## src/rtl/fetch_align_stage.sv

```systemverilog
// fetch_align_stage: fetches words from imem, splits them into halfwords and issues one RVC/32-bit instruction per cycle
module fetch_align_stage #(
    parameter logic [31:0] RESET_PC = 32'h0,
    parameter int          QDEPTH   = 4,
    parameter int          MAX_OUT  = 2
) (
    input  logic        clock,
    input  logic        reset,
    output logic        imem_valid,
    input  logic        imem_ready,
    output logic [31:0] imem_addr,
    input  logic        imem_rvalid,
    input  logic [31:0] imem_rdata,
    input  logic        imem_rerror,
    input  logic        redirect,
    input  logic [31:0] redirect_pc,
    input  logic        stall,
    output logic        f_valid,
    output logic [31:0] f_pc,
    output logic [31:0] f_instr,
    output logic        f_exception,
    output logic [3:0]  f_ecause,
    output logic [31:0] f_etval
);
    localparam int HW = 2 * QDEPTH;
    localparam int PW = $clog2(HW);
    localparam int CW = PW + 1;
    localparam int OW = $clog2(MAX_OUT + 1);

    // Each queue entry is {error tag, halfword}
    logic [16:0]   q_mem [HW];
    logic [PW-1:0] wr_q, wr_d, rd_q, rd_d;
    logic [CW-1:0] cnt_q, cnt_d;
    logic [OW-1:0] out_q, out_d, drop_q, drop_d;
    logic [31:0]   fetch_pc_q, fetch_pc_d, dec_pc_q, dec_pc_d;
    logic          skip_q, skip_d, lock_q, lock_d;
    logic          f_valid_q, f_valid_d, f_exc_q, f_exc_d;
    logic [31:0]   f_pc_q, f_pc_d, f_instr_q, f_instr_d;

    logic          req_fire, push, iss_v, iss_exc;
    logic [1:0]    in_n, pop_n;
    logic [16:0]   in_lo, in_hi, h0, h1;
    logic [31:0]   avail, qwords, iss_instr;

    // Request credit: never more halfwords in flight than the queue can absorb
    always_comb begin
        qwords     = (32'(cnt_q) + 32'd1) >> 1;
        imem_valid = !lock_q && !redirect && (32'(out_q) < 32'(MAX_OUT))
                     && (qwords + 32'(out_q) < 32'(QDEPTH));
        imem_addr  = {fetch_pc_q[31:2], 2'b00};
        req_fire   = imem_valid && imem_ready;
    end

    // Incoming halfwords are visible to the issue logic in the cycle they arrive (bypass)
    always_comb begin
        push  = imem_rvalid && (drop_q == '0) && !redirect;
        in_lo = {imem_rerror, skip_q ? imem_rdata[31:16] : imem_rdata[15:0]};
        in_hi = {imem_rerror, imem_rdata[31:16]};
        in_n  = push ? (skip_q ? 2'd1 : 2'd2) : 2'd0;
        avail = 32'(cnt_q) + 32'(in_n);
        h0    = (cnt_q != '0) ? q_mem[rd_q] : in_lo;
        h1    = (32'(cnt_q) >= 32'd2) ? q_mem[rd_q + 1'b1] : ((cnt_q == CW'(1)) ? in_lo : in_hi);
    end

    // Issue decision: RVC takes one halfword, 32-bit takes two, a faulted halfword issues as an exception
    always_comb begin
        iss_v     = 1'b0;
        iss_exc   = 1'b0;
        iss_instr = 32'h0;
        pop_n     = 2'd0;
        if (!stall && !redirect && !lock_q && avail != 32'd0) begin
            if (h0[16]) begin
                iss_v   = 1'b1;
                iss_exc = 1'b1;
                pop_n   = 2'd1;
            end else if (h0[1:0] != 2'b11) begin
                iss_v     = 1'b1;
                iss_instr = {16'h0, h0[15:0]};
                pop_n     = 2'd1;
            end else if (avail >= 32'd2) begin
                iss_v     = 1'b1;
                iss_exc   = h1[16];
                iss_instr = h1[16] ? 32'h0 : {h1[15:0], h0[15:0]};
                pop_n     = 2'd2;
            end
        end
    end

    // Next-state: redirect wins over everything, otherwise push/pop/request bookkeeping
    always_comb begin
        fetch_pc_d = fetch_pc_q;
        dec_pc_d   = dec_pc_q;
        wr_d       = wr_q;
        rd_d       = rd_q;
        cnt_d      = cnt_q;
        out_d      = out_q + OW'(req_fire) - OW'(imem_rvalid);
        drop_d     = drop_q;
        skip_d     = skip_q;
        lock_d     = lock_q;
        f_valid_d  = f_valid_q;
        f_pc_d     = f_pc_q;
        f_instr_d  = f_instr_q;
        f_exc_d    = f_exc_q;
        if (redirect) begin
            fetch_pc_d = {redirect_pc[31:2], 2'b00};
            dec_pc_d   = redirect_pc;
            wr_d       = '0;
            rd_d       = '0;
            cnt_d      = '0;
            drop_d     = out_q - OW'(imem_rvalid);
            skip_d     = redirect_pc[1];
            lock_d     = 1'b0;
            f_valid_d  = 1'b0;
            f_pc_d     = 32'h0;
            f_instr_d  = 32'h0;
            f_exc_d    = 1'b0;
        end else begin
            fetch_pc_d = req_fire ? fetch_pc_q + 32'd4 : fetch_pc_q;
            drop_d     = (imem_rvalid && drop_q != '0) ? drop_q - 1'b1 : drop_q;
            skip_d     = push ? 1'b0 : skip_q;
            wr_d       = wr_q + PW'(in_n);
            rd_d       = rd_q + PW'(pop_n);
            cnt_d      = cnt_q + CW'(in_n) - CW'(pop_n);
            dec_pc_d   = dec_pc_q + {29'd0, pop_n, 1'b0};
            lock_d     = lock_q || iss_exc;
            if (!stall) begin
                f_valid_d = iss_v;
                f_pc_d    = iss_v ? dec_pc_q : 32'h0;
                f_instr_d = iss_instr;
                f_exc_d   = iss_exc;
            end
        end
    end

    // Halfword storage; contents are don't-care until written
    always_ff @(posedge clock) begin
        if (push) begin
            q_mem[wr_q] <= in_lo;
            if (!skip_q) q_mem[wr_q + 1'b1] <= in_hi;
        end
    end

    // State registers
    always_ff @(posedge clock or negedge reset) begin
        if (!reset) begin
            fetch_pc_q <= RESET_PC;
            dec_pc_q   <= RESET_PC;
            wr_q       <= '0;
            rd_q       <= '0;
            cnt_q      <= '0;
            out_q      <= '0;
            drop_q     <= '0;
            skip_q     <= 1'b0;
            lock_q     <= 1'b0;
            f_valid_q  <= 1'b0;
            f_pc_q     <= 32'h0;
            f_instr_q  <= 32'h0;
            f_exc_q    <= 1'b0;
        end else begin
            fetch_pc_q <= fetch_pc_d;
            dec_pc_q   <= dec_pc_d;
            wr_q       <= wr_d;
            rd_q       <= rd_d;
            cnt_q      <= cnt_d;
            out_q      <= out_d;
            drop_q     <= drop_d;
            skip_q     <= skip_d;
            lock_q     <= lock_d;
            f_valid_q  <= f_valid_d;
            f_pc_q     <= f_pc_d;
            f_instr_q  <= f_instr_d;
            f_exc_q    <= f_exc_d;
        end
    end

    assign f_valid     = f_valid_q;
    assign f_pc        = f_pc_q;
    assign f_instr     = f_instr_q;
    assign f_exception = f_exc_q;
    assign f_ecause    = f_exc_q ? 4'd1 : 4'd0;
    assign f_etval     = f_exc_q ? f_pc_q : 32'h0;
endmodule

```

## config.mk

```make
export PLATFORM = sky130hd
export DESIGN_NAME = fetch_align_stage
export DESIGN_NICKNAME = d
export VERILOG_FILES = /design/src/rtl/fetch_align_stage.sv
export SDC_FILE = /design/constraint.sdc
export NUM_CORES = 1
export LEC_CHECK = 0
export CAP_MARGIN = 30
export CORE_MARGIN = 10
export CORE_UTILIZATION = 35
export DETAILED_ROUTE_END_ITERATION = 10
export HOLD_SLACK_MARGIN = 0.02
export SYNTH_ARGS = -nofsm -noshare
export SYNTH_HDL_FRONTEND = slang
export SYNTH_SLANG_ARGS = --single-unit
export TNS_END_PERCENT = 10
```

## constraint.sdc

```tcl
create_clock -name clock -period 8.6 [get_ports clock]
set_clock_uncertainty 0.15 [all_clocks]
set_input_delay 1.72 -clock clock [delete_from_list [all_inputs] [get_ports clock]]
set_output_delay 1.72 -clock clock [all_outputs]
set_load 0.005 [all_outputs]
```

[Word level (Yosys, flattened, before mapping)]
Memory sizes are Yosys's and may differ from the RTL's.
Index checks and enable logic that the tools add are counted.
Widths: inputs -> output; s select.
Word-level totals
  bits in registers: 146
  ROM bits: 0
  memory bits (writable): 136
  input bits: 71
  memories: 1
  bits in latches: 0
  logic and storage cells: 107
  output and inout bits: 135
Cells by class
  shift-type cells: 0
  div/mod/pow operators: 0
  equal/unequal tests: 3
  muxes and demuxes: 50
  multiply operators: 0
  reductions and logical operators: 21
  order comparisons: 4
  add/subtract/negate cells: 15
  bitwise operators: 0
Memory list
  q_mem: words 8, width 17, read ports 2, clocked after memory_dff 0, wr ports 2, line 31  | logic [16:0] q_mem [HW];
Operators with widths (number)
  $mux 32: 14
  $mux 17: 2
  $add 32x3->32: 1
  $add 32x3->32 const B: 1
  $mux 16: 2
  $reduce_bool 32->1: 1
  $mux 1: 21
  $mux 2: 8
  $add 4x2->5: 2
  $logic_and 1x1->1: 10
  $reduce_bool 2->1: 4
  $add 3x1->3 const B: 2
  $add 3x2->3: 2
  $mux 3: 2
  $add 4x1->5 const B: 1
  $ge 5x2->1 const B: 1
  $lt 5x3->1 const B: 1
  $add 4x2->4: 1
  $eq 4x1->1 const B: 1
  $ge 4x2->1 const B: 1
  $mux 4: 1
  $ne 2x2->1 const B: 2
  $reduce_bool 4->1: 1
  $sub 2x1->2: 2
  other kinds (7): 9

[Depth between registers and ports, before layout]
Gate-level depths: netlist of the first run.
  depth after elaboration: 13
  depth in mapped cells: 20
  gate-level depth less buffers: 19

[Worst setup path after synthesis of the first run]
Ideal clock, no wire load.
  kind: input -> register
  start: input port redirect
  end: register cnt_q[3]
  setup time: 0.132 ns
  data required time: 8.318 ns
  cell stages on the path: 18
  setup slack: 3.198 ns
  arrival: 5.121 ns
  buffers on the path: 2
  cells stage by stage: buf_2 > and3b_1 > and2_1 > ha_1 > ha_1 > or3_1 > a211oi_1 > a41o_1 > nor2_1 > buf_4 > and2_0 > fa_1 > inv_1 > ha_1 > a21o_1 > a21oi_1 > xnor2_1 > nor2_1
On the way
  longest elaborated chain between the ends: 11
  elaborated cells between the ends (all ways): 16
  those cells by class: 3 x add/sub; 1 x order compare; 6 x mux; 6 x reduce/logical
Ends and longest elaborated chain
  start: declaration: line 15  | input logic redirect,
  $logic_not 1->1: line 56, 71
  $logic_and 1x1->1: line 56  | push = imem_rvalid && (drop_q == '0) && !redirect;
  $mux 2: line 59  | in_n = push ? (skip_q ? 2'd1 : 2'd2) : 2'd0;
  $add 4x2->5: line 60  | avail = 32'(cnt_q) + 32'(in_n);
  $ge 5x2->1: line 80  | end else if (avail >= 32'd2) begin
  $mux 2: line 80
  $mux 2: line 76  | end else if (h0[1:0] != 2'b11) begin
  $mux 2: line 72  | if (h0[16]) begin
  $mux 2: line 71  | if (!stall && !redirect && !lock_q && avail != 32'd0) begin
  $sub 4x2->4: line 123  | cnt_d = cnt_q + CW'(in_n) - CW'(pop_n);
  $mux 4 (*): line 104  | if (redirect) begin
  via cnt_d[3]: line 33  | logic [CW-1:0] cnt_q, cnt_d;
  end signal: assignment: line 164  | cnt_q <= cnt_d;
  end: declaration: line 33
The timed path passes the listed nets; every way through them passes the cells marked *.
A chain may end at the register's enable or synchronous reset.

[Worst setup path in the final report of the first run]
  start: input port imem_rvalid
  end: register dec_pc_q[9]
On the way
  longest elaborated chain between the ends: 11
  elaborated cells between the ends (all ways): 13
  those cells by class: 2 x add/sub; 1 x order compare; 6 x mux; 4 x reduce/logical
Ends and longest elaborated chain
  start: declaration: line 12  | input logic imem_rvalid,
  $logic_and 1x1->1 (*) (2 in a row): line 56
  $mux 2 (*): line 59
  $add 4x2->5 (*): line 60
  $ge 5x2->1: line 80
  $mux 2: line 80
  $mux 2: line 76
  $mux 2: line 72
  $mux 2 (*): line 71
  $add 32x3->32 (*): line 124  | dec_pc_d = dec_pc_q + {29'd0, pop_n, 1'b0};
  $mux 32 (*): line 104
  via dec_pc_d[9]: line 35  | logic [31:0] fetch_pc_q, fetch_pc_d, dec_pc_q, dec_pc_d;
  end signal: assignment: line 161  | dec_pc_q <= dec_pc_d;
  end: declaration: line 35
Marks and branches as above.

==> flow_metrics.py, run 1 <==
metrics = {
    "setup_path": {
        "critPathMaxStageDelay_ns": 0.72,
        "worstReg2RegStart": "drop_q[0]",
        "cpMostUsedCell": "ha_1",
        "path_max_fanout": 23,
        "startpoint_type": "input pin",
        "rr_worst_depth": 18,
        "endpoint_kind": "flip-flop",
        "regToRegSetupSlack_ns": 3.52,
        "cp.arrival_ns": 6.45,
        "cp_slowest_cell": "a32oi_2",
        "critPathRequiredTime_ns": 8.91,
        "criticalPathCategory": "input pin to flip-flop",
        "reg2reg_to": "dec_pc_q[9]",
        "cp_cell_sequence": "clkdlybuf4s50_1, and3b_1, and2_1, ha_1, ha_1, or3_1, a211oi_1, a41o_1, nor2_1, buf_4, o22ai_1, nor2_1, ha_1, ha_1, a32oi_2, xnor2_1, mux2_2",
    },
    "placement": {
        "globalplace.congestion": 0.854,
        "io_buffers": 200,
        "dp.cells": 2172,
        "dp_hpwl_mm": 34.4,
        "placed_area_um2": 18300,
    },
    "clock_network": {
        "clock_sinks": 280,
        "cts.repair.resized": 0,
        "path_clk_slew_ns": 0.06,
        "worstSkewPairLatency_ns": 0.60,
        "htree_levels": 1,
        "cts_setup_buffers": 0,
        "cts_buffer_depth": 3,
        "cts_tree": "built",
        "hold_buffers": 0,
        "cts_made_buffers": 31,
        "cts-root-buf": "clkbuf_16",
    },
    "finish": {
        "fin_util_pct": 43.6,
        "final_common_cell": "clkdlybuf4s50_1",
        "final_cells": 2231,
        "area_delta_synth_final_pct": 23.3,
        "fillers": 4163,
        "drive_gt1_share_pct": 10.4,
        "n_antenna_cell": 0,
        "design_area_um2": 19300,
        "mostFrequentLayoutCells": "clkdlybuf4s50_1, nor2_1, a21oi_1",
        "nNetsFinal": 1713,
    },
    "min_path": {
        "min_delay_path_depth": 1,
        "min_from": "f_valid",
        "hp-class": "flip-flop to flip-flop",
        "holdPathEnd": "f_valid",
    },
    "drt": {
        "first_iter_violations": 1323,
        "viasPerCell": 5.65,
        "drt_pre_antenna_iters": 6,
        "ant_nets": 0,
        "wl_per_cell_um": 23.2,
        "drt_wl_total_mm": 51.7,
        "vias": 12614,
        "drc": 0,
    },
    "global_route": {
        "grt_pass1_vias": 12350,
        "grt_overflow": 0,
        "grt_usage_pct": 18.6,
        "grt_pass1_wl_mm": 77.2,
        "grt_max_degree": 81,
        "antenna_found_initial": 0,
    },
    "timing": {
        "max_freq_ghz": 0.163,
        "finalHoldViolCount": 0,
        "setup_viol": 0,
        "rsz0062_at_grt": "no",
        "fin_crit_sh_pct": 71.5,
        "timing.hold.ws_ns": 0.337,
        "finalCriticalPeriod_ns": 6.15,
        "max_slew_margin_pct": 31.7,
        "fin_tns_setup_ns": 0,
        "worst_pin_slew_ns": 1.02,
        "finalMaxSlewViolations": 0,
    },
    "synth": {
        "synth_cells": 1461,
        "synth_area_um2": 15700,
        "synth_top_area_cell": "edfxtp_1",
        "synth_top_area_share_pct": 26.1,
        "synth_edf_count": 136,
        "yosysWarnings": 0,
        "syn_area_per_cell_um2": 10.7,
        "synthTopCellsByArea": "edfxtp_1, dfrtp_1, mux4_2, a21oi_1, nor2_1",
        "yosysSeqAreaShare_pct": 49.1,
        "ys_ff_latch": 280,
        "synth_cell_types": 70,
        "async_reset_ff_share_pct": 51.4,
        "synth_ff_type": "dfrtp_1",
    },
    "floorplanning": {
        "die_area_um2": 53600,
        "design.core.area_um2": 44200,
        "start_util_pct": 35.4,
        "num_rows": 77,
        "die_h_um": 231,
        "io_pins": 206,
        "fp.dieW_um": 231,
    },
    "power_and_ir_drop": {
        "cellLeakagePower_nw": 7.19,
        "ir_worst_vdd_mv": 0.173,
        "power_density_nw_per_um2": 242,
    },
    "run_status": {
        "status": "completed",
    },
    "flow_run": {
        "drv_cap": 0,
    },
}
[state kept, by name, indices dropped and copies added (netlist names)]
register,flops
q_mem,136
dec_pc_q,32
f_instr,32
f_pc,32
fetch_pc_q,30
cnt_q,4
rd_q,3
wr_q,3
drop_q,2
out_q,2
f_exception,1
f_valid,1
lock_q,1
skip_q,1
[worst max-delay path, delay by kind of cell]
family	cells	cell delay, ns
xor gates and xnor gates	1	0.13
buffers and inverters	2	0.71
AOI/OAI and AO/OA	4	1.45
muxes	1	0.30
adders and majority gates	4	1.12
and+or+nand+nor	5	1.02
[cell type report]
type | count | area [µm²] | share of cell area (%)
inverter | 35 | 131 | 0.681
multi-input combinational | 1027 | 7380 | 38.2
tap | 592 | 741 | 3.84
sequential | 280 | 7690 | 39.9
clock buffer | 46 | 842 | 4.36
timing repair buffer | 239 | 2380 | 12.3
clock inverter | 12 | 131 | 0.681
[worst max-delay path by stage]
stage | cells past startpoint | to | slack, ns | startpoint
3_3_place_gp | 17 | dec_pc_q[9] | 2.16 | imem_rvalid
6_report | 17 | dec_pc_q[9] | 2.45 | imem_rvalid
5_1_grt | 17 | dec_pc_q[23] | 2.08 | imem_rvalid
3_5_place_dp | 17 | dec_pc_q[9] | 1.93 | imem_rvalid
2_1_floorplan | 18 | cnt_q[3] | 3.20 | redirect
4_1_cts | 17 | dec_pc_q[9] | 2.52 | imem_rvalid
[cells in the mapped netlist (9+ instances only)]
cell type,n
nor2b_1,10
mux2i_1,61
nor3_1,12
nor4_1,9
buf_1,26
nand2_1,118
edfxtp_1,136
a31oi_1,24
dfrtp_1,144
inv_1,34
a32o_1,15
nand4_1,10
buf_2,11
a22o_1,49
mux4_2,65
buf_4,10
ha_1,26
and2_1,38
nor2_1,173
or3_1,14
and3_1,12
nand3_1,34
xnor2_1,19
or4_1,12
a21oi_1,147
o31ai_1,14
clkbuf_1,74
o21ai_0,70
[power breakdown]
part | internal (W) | total [W] | switching (W)
Combinational | 0.000761 | 0.00161 | 0.000853
Sequential | 0.00157 | 0.00176 | 0.000189
Clock | 0.000739 | 0.00130 | 0.000562
Total | 0.00307 | 0.00467 | 0.00160
[stage by stage]
stage                     worst slack [ns]  power [W]
after CTS                             2.52    0.00470
after global placement                2.16    0.00333
after floorplan                       3.20    0.00270
after global routing                  2.08    0.00492
after detailed placement              1.93    0.00340
final                                 2.45    0.00467
[cell families (layout without fill, tap and decap cells)]
logic type / Yosys count / in the layout / synth area share [%]
compound gates: 366 / 366 / 15.0
xor+xnor: 28 / 28 / 1.61
fa+ha+maj: 29 / 29 / 2.40
buf+inv: 158 / 332 / 4.19
flops: 280 / 280 / 49.1
mux: 130 / 130 / 13.6
other cells: 1 / 5 / 0.0240
simple gates: 469 / 469 / 14.1
[layer usage]
| layer | vias up | global-route usage (%) | part of all wire, % |
|---|---|---|---|
| li1 | 5725 | - | - |
| met1 | 6237 | 24.9 | 42 |
| met2 | 578 | 30.9 | 48 |
| met3 | 74 | 2.98 | 7.9 |
| met4 | 0 | 4.50 | 2.3 |
| met5 | - | 0 | 0 |
No activity file was read; power rests on OpenSTA's default activity.
==> run 2, diff against run 1 <==
- clock period: 8.6 -> 6.25 ns (I/O delays scaled with it)
==> flow_metrics.py, run 2 (synthesized netlist as in run 1, its figures left out) <==
metrics = {
    "clock_network": {
        "cts_tree": "built",
        "clock_sinks": 280,
        "htree_levels": 1,
        "cts_setup_buffers": 0,
        "cts_buffer_depth": 3,
        "hold_buffers": 0,
        "cts_made_buffers": 31,
        "cts.repair.resized": 0,
        "worstSkewPairLatency_ns": 0.59,
        "path_clk_slew_ns": 0.06,
        "cts-root-buf": "clkbuf_16",
    },
    "setup_path": {
        "path_max_fanout": 23,
        "worst_path_dominant_cell_family": "compound AO/OA/AOI/OAI gates",
        "critPathMaxStageDelay_ns": 0.73,
        "crit_buf_inv": 1,
        "criticalPathCategory": "input pin to flip-flop",
        "critPathRequiredTime_ns": 6.56,
        "cp_cell_sequence": "clkdlybuf4s50_1, and3b_1, and2_1, ha_1, ha_1, or3_1, a211oi_1, a41o_1, nor2_1, o22ai_1, nor2_1, ha_1, ha_1, a32oi_2, nor4_1, o31a_1",
        "cp.arrival_ns": 5.69,
        "cp_slowest_cell": "a32oi_2",
        "cpMostUsedCell": "ha_1",
        "startpoint_type": "input pin",
        "endpoint_kind": "flip-flop",
    },
    "timing": {
        "setup_viol": 0,
        "fin_tns_setup_ns": 0,
        "finalHoldViolCount": 0,
        "finalMaxSlewViolations": 0,
        "max_freq_ghz": 0.186,
        "finalCriticalPeriod_ns": 5.38,
        "fin_crit_sh_pct": 86.2,
        "timing.hold.ws_ns": 0.329,
        "max_slew_margin_pct": 33.0,
        "rsz0062_at_grt": "no",
        "worst_pin_slew_ns": 1.00,
    },
    "finish": {
        "largest_reg_flops": 136,
        "mostFrequentLayoutCells": "clkdlybuf4s50_1, nor2_1, a21oi_1",
        "drive_gt1_share_pct": 10.8,
        "n_antenna_cell": 0,
        "regMostFlops": "q_mem",
        "area_delta_synth_final_pct": 23.6,
        "final_common_cell": "clkdlybuf4s50_1",
        "nNetsFinal": 1718,
        "design_area_um2": 19300,
    },
    "placement": {
        "placed_area_um2": 18300,
        "dp_hpwl_mm": 35.0,
        "globalplace.congestion": 0.873,
        "io_buffers": 200,
    },
    "floorplanning": {
        "num_rows": 77,
        "die_h_um": 231,
        "start_util_pct": 35.4,
        "io_pins": 206,
        "die_area_um2": 53600,
        "fp.dieW_um": 231,
        "design.core.area_um2": 44200,
    },
    "global_route": {
        "grt_pass1_vias": 12435,
        "grt_usage_pct": 18.8,
        "grt_pass1_wl_mm": 77.8,
        "grt_max_degree": 58,
        "grt_overflow": 0,
        "antenna_found_initial": 0,
    },
    "drt": {
        "wl_per_cell_um": 23.2,
        "ant_nets": 0,
        "vias": 12692,
        "drt_pre_antenna_iters": 5,
        "viasPerCell": 5.68,
        "first_iter_violations": 1246,
        "drc": 0,
        "drt_wl_total_mm": 51.8,
    },
    "min_path": {
        "hp-class": "flip-flop to flip-flop",
    },
    "power_and_ir_drop": {
        "ir_worst_vdd_mv": 0.202,
        "cellLeakagePower_nw": 7.22,
        "power_density_nw_per_um2": 335,
    },
    "run_status": {
        "status": "completed",
    },
    "flow_run": {
        "drv_cap": 0,
    },
}
-- run 2: cell count changes in the layout (fill, tap and decap cells not counted), sizes merged --
cell and delta:
buf +5, clkinv +1, clkbuf -4, clkinvlp +2, bufinv +1
-- run 2: where the power goes --
group / internal [W] / switching [W] / total, W
combinational: 0.00102 / 0.00118 / 0.00220
clock: 0.00107 / 0.000784 / 0.00186
sequential: 0.00216 / 0.000261 / 0.00242
-- run 2: path summary, 6_finish.rpt --
kind | slack, ns | depth (start not counted) | from | end
hold / removal | 0.33 | 1 | f_valid | f_valid
max in group asynchronous | 4.30 | 2 | reset | rd_q[0]
hold reg to reg | 0.33 | 1 | f_valid | f_valid
setup reg to reg | 1.47 | 17 | drop_q[0] | dec_pc_q[21]
setup / recovery | 0.87 | 16 | imem_rvalid | dec_pc_q[21]
min in group asynchronous | 0.45 | 1 | reset | dec_pc_q[0]
-- run 2: layout make-up --
| cell class | instances | area, µm² |
|---|---|---|
| clock buffers | 42 | 847 |
| multi-input cells | 1027 | 7370 |
| well taps | 592 | 741 |
| inverters | 35 | 131 |
| flip-flops and latches | 280 | 7690 |
| clock inverters | 16 | 173 |
| fillers | 4151 | 24900 |
| repair buffers | 244 | 2380 |
-- run 2: worst register-to-register path, delay by kind of cell, from the launching register on --
kind	cells	cell delay, ns
adder cells (fa/ha/maj)	5	1.34
buffers and inverters	1	0.05
flip-flops	1	0.36
AO/OA/AOI/OAI	5	1.70
AND/OR/NAND/NOR	6	1.06
-- run 2: metrics by stage --
| step | util [%] | power (W) | std cells | worst slack [ns] |
|---|---|---|---|---|
| after floorplan | - | 0.00372 | 1465 | 1.32 |
| after global placement | 41.2 | 0.00460 | 2173 | 0.463 |
| after detailed placement | 41.4 | 0.00466 | 2178 | 0.343 |
| after CTS | 43.7 | 0.00652 | 2236 | 0.925 |
| after global routing | 43.7 | 0.00683 | 2236 | 0.541 |
| final | 43.7 | 0.00648 | 2236 | 0.865 |
-- run 2: per-layer routing --
layer,track usage [%],vias up,wire [µm]
li1,-,5741,-
met2,31.2,608,24500
met5,0,-,0
met1,24.2,6238,21200
met3,3.68,105,4420
met4,5.98,0,1690
==> run 3, diff against run 2 <==
- ABC_CLOCK_PERIOD_IN_PS: unset -> 6250
- MAX_ROUTING_LAYER: unset -> met4
- SLEW_MARGIN: unset -> 20
==> flow_metrics.py, run 3 (synthesized netlist as in run 1, its figures left out) <==
metrics = {
    "setup_path": {
        "critPathMaxStageDelay_ns": 0.74,
        "endpoint_kind": "flip-flop",
        "path_max_fanout": 23,
        "cp_cell_sequence": "clkdlybuf4s50_1, and3b_1, and2_1, ha_1, ha_1, or3_1, a211oi_1, a41o_1, nor2_1, o22ai_1, nor2_1, ha_1, ha_1, a32oi_2, nor4_1, o31a_1",
        "cpMostUsedCell": "ha_1",
        "cp_slowest_cell": "a32oi_2",
        "reg2reg_to": "dec_pc_q[21]",
        "startpoint_type": "input pin",
        "cp.arrival_ns": 5.75,
        "criticalPathCategory": "input pin to flip-flop",
        "rr_worst_depth": 17,
        "regToRegSetupSlack_ns": 1.41,
        "worstReg2RegStart": "drop_q[0]",
        "critPathRequiredTime_ns": 6.55,
    },
    "clock_network": {
        "htree_levels": 1,
        "cts_setup_buffers": 0,
        "worstSkewPairLatency_ns": 0.58,
        "hold_buffers": 0,
        "clock_sinks": 280,
        "cts_buffer_depth": 3,
        "path_clk_slew_ns": 0.06,
        "cts-root-buf": "clkbuf_16",
        "cts_made_buffers": 31,
        "cts_tree": "built",
        "cts.repair.resized": 0,
    },
    "drt": {
        "drt_wl_total_mm": 51.8,
        "first_iter_violations": 1152,
        "top_layer_used": "met4",
        "wl_met2_mm": 24.9,
        "viasPerCell": 5.65,
        "wl_met3_mm": 4.25,
        "drc": 0,
        "drt_pre_antenna_iters": 5,
        "wl_per_cell_um": 23.2,
        "route.layer.met1.wl_mm": 21.2,
        "vias": 12640,
        "ant_nets": 0,
    },
    "power_and_ir_drop": {
        "p_clk_share_pct": 29.1,
        "intPower_w": 0.00432,
        "power_frac_comb_pct": 33.9,
        "power_w": 0.00653,
        "ir_worst_vdd_mv": 0.193,
        "seqPwrFrac_pct": 37.1,
        "power_density_nw_per_um2": 337,
        "cellLeakagePower_nw": 7.24,
        "p_sw_w": 0.00221,
        "swShare_pct": 33.9,
    },
    "timing": {
        "worst_pin_slew_ns": 0.950,
        "finalHoldViolCount": 0,
        "fin_tns_setup_ns": 0,
        "max_freq_ghz": 0.184,
        "rsz0062_at_grt": "no",
        "max_slew_margin_pct": 36.7,
        "finalCriticalPeriod_ns": 5.45,
        "setup_viol": 0,
        "fin_crit_sh_pct": 87.1,
        "finalMaxSlewViolations": 0,
    },
    "floorplanning": {
        "start_util_pct": 35.4,
        "die_area_um2": 53600,
        "num_rows": 77,
        "die_h_um": 231,
        "fp.dieW_um": 231,
        "design.core.area_um2": 44200,
        "io_pins": 206,
    },
    "finish": {
        "nNetsFinal": 1717,
        "mostFrequentLayoutCells": "clkdlybuf4s50_1, nor2_1, a21oi_1",
        "regMostFlops": "q_mem",
        "final_common_cell": "clkdlybuf4s50_1",
        "multi_input_area_um2": 7380,
        "area_delta_synth_final_pct": 23.8,
        "drive_gt1_share_pct": 10.9,
        "fillers": 4164,
        "register_area_um2": 7690,
        "largest_reg_flops": 136,
        "design_area_um2": 19400,
    },
    "placement": {
        "globalplace.congestion": 0.884,
        "io_buffers": 200,
        "placed_area_um2": 18300,
        "dp_hpwl_mm": 34.9,
    },
    "global_route": {
        "grt_usage_pct": 19.2,
        "grt_overflow": 0,
        "grt_pass1_wl_mm": 77.4,
        "grt_pass1_vias": 12388,
        "antenna_found_initial": 1,
        "grt_max_degree": 58,
    },
    "flow_run": {
        "drv_cap": 0,
    },
    "min_path": {
        "hp-class": "flip-flop to flip-flop",
        "min_delay_path_depth": 1,
        "min_from": "f_valid",
        "holdPathEnd": "f_valid",
    },
    "run_status": {
        "status": "completed",
    },
}
-- run 3: cell count changes in the layout (fill, tap and decap cells not counted), sizes merged --
cell      change
diode         +2
clkinv        +2
bufinv        +1
buf           -1
clkbuf        -3
clkinvlp      -1
-- run 3: critical path: cells and delay by family --
family	cells	cell delay, ns
AOI/OAI and AO/OA	5	1.71
adders and majority gates	4	1.10
buffers and inverters	1	0.52
and+or+nand+nor	6	1.14
-- run 3: layout make-up --
class	count	area share [%]
Sequential cell	280	39.7
Multi-Input combinational cell	1027	38.1
Timing Repair Buffer	243	12.3
Clock buffer	39	4.42
Tap cell	592	3.82
Clock inverter	18	1.02
Inverter	35	0.678
Antenna cell	2	0.0258
-- run 3: routing by layer --
layer,vias to the layer above,global-route usage (%)
li1,5743,-
met1,6262,23.8
met2,547,31.6
met3,88,3.51
met4,0,5.45
met5,-,-
-- run 3: worst max-delay path by stage --
stage | start | end | slack [ns] | depth (start not counted)
floorplan | redirect | cnt_q[3] | 1.32 | 18
global placement | imem_rvalid | dec_pc_q[9] | 0.46 | 16
detailed placement | imem_rvalid | dec_pc_q[21] | 0.32 | 16
CTS | imem_rvalid | dec_pc_q[21] | 0.92 | 16
global route | imem_rvalid | dec_pc_q[9] | 0.50 | 16
finish | imem_rvalid | dec_pc_q[21] | 0.80 | 16
-- run 3: stage by stage --
stage	hold WS [ns]	cells	util [%]	setup slack, ns
floorplan	0.312	1465	-	1.32
global placement	0.316	2173	41.2	0.463
detailed placement	0.325	2176	41.4	0.324
CTS	0.338	2233	43.8	0.917
global route	0.362	2235	43.8	0.497
finish	0.332	2236	43.8	0.804
-- run 3: power groups by stage --
stage	Clock, W	Combinational, W	Sequential [W]
final	0.00190	0.00221	0.00242
after global routing	0.00200	0.00242	0.00246
after CTS	0.00193	0.00221	0.00243
after detailed placement	0	0.00220	0.00246
after global placement	0	0.00214	0.00246
after floorplan	0	0.00137	0.00234
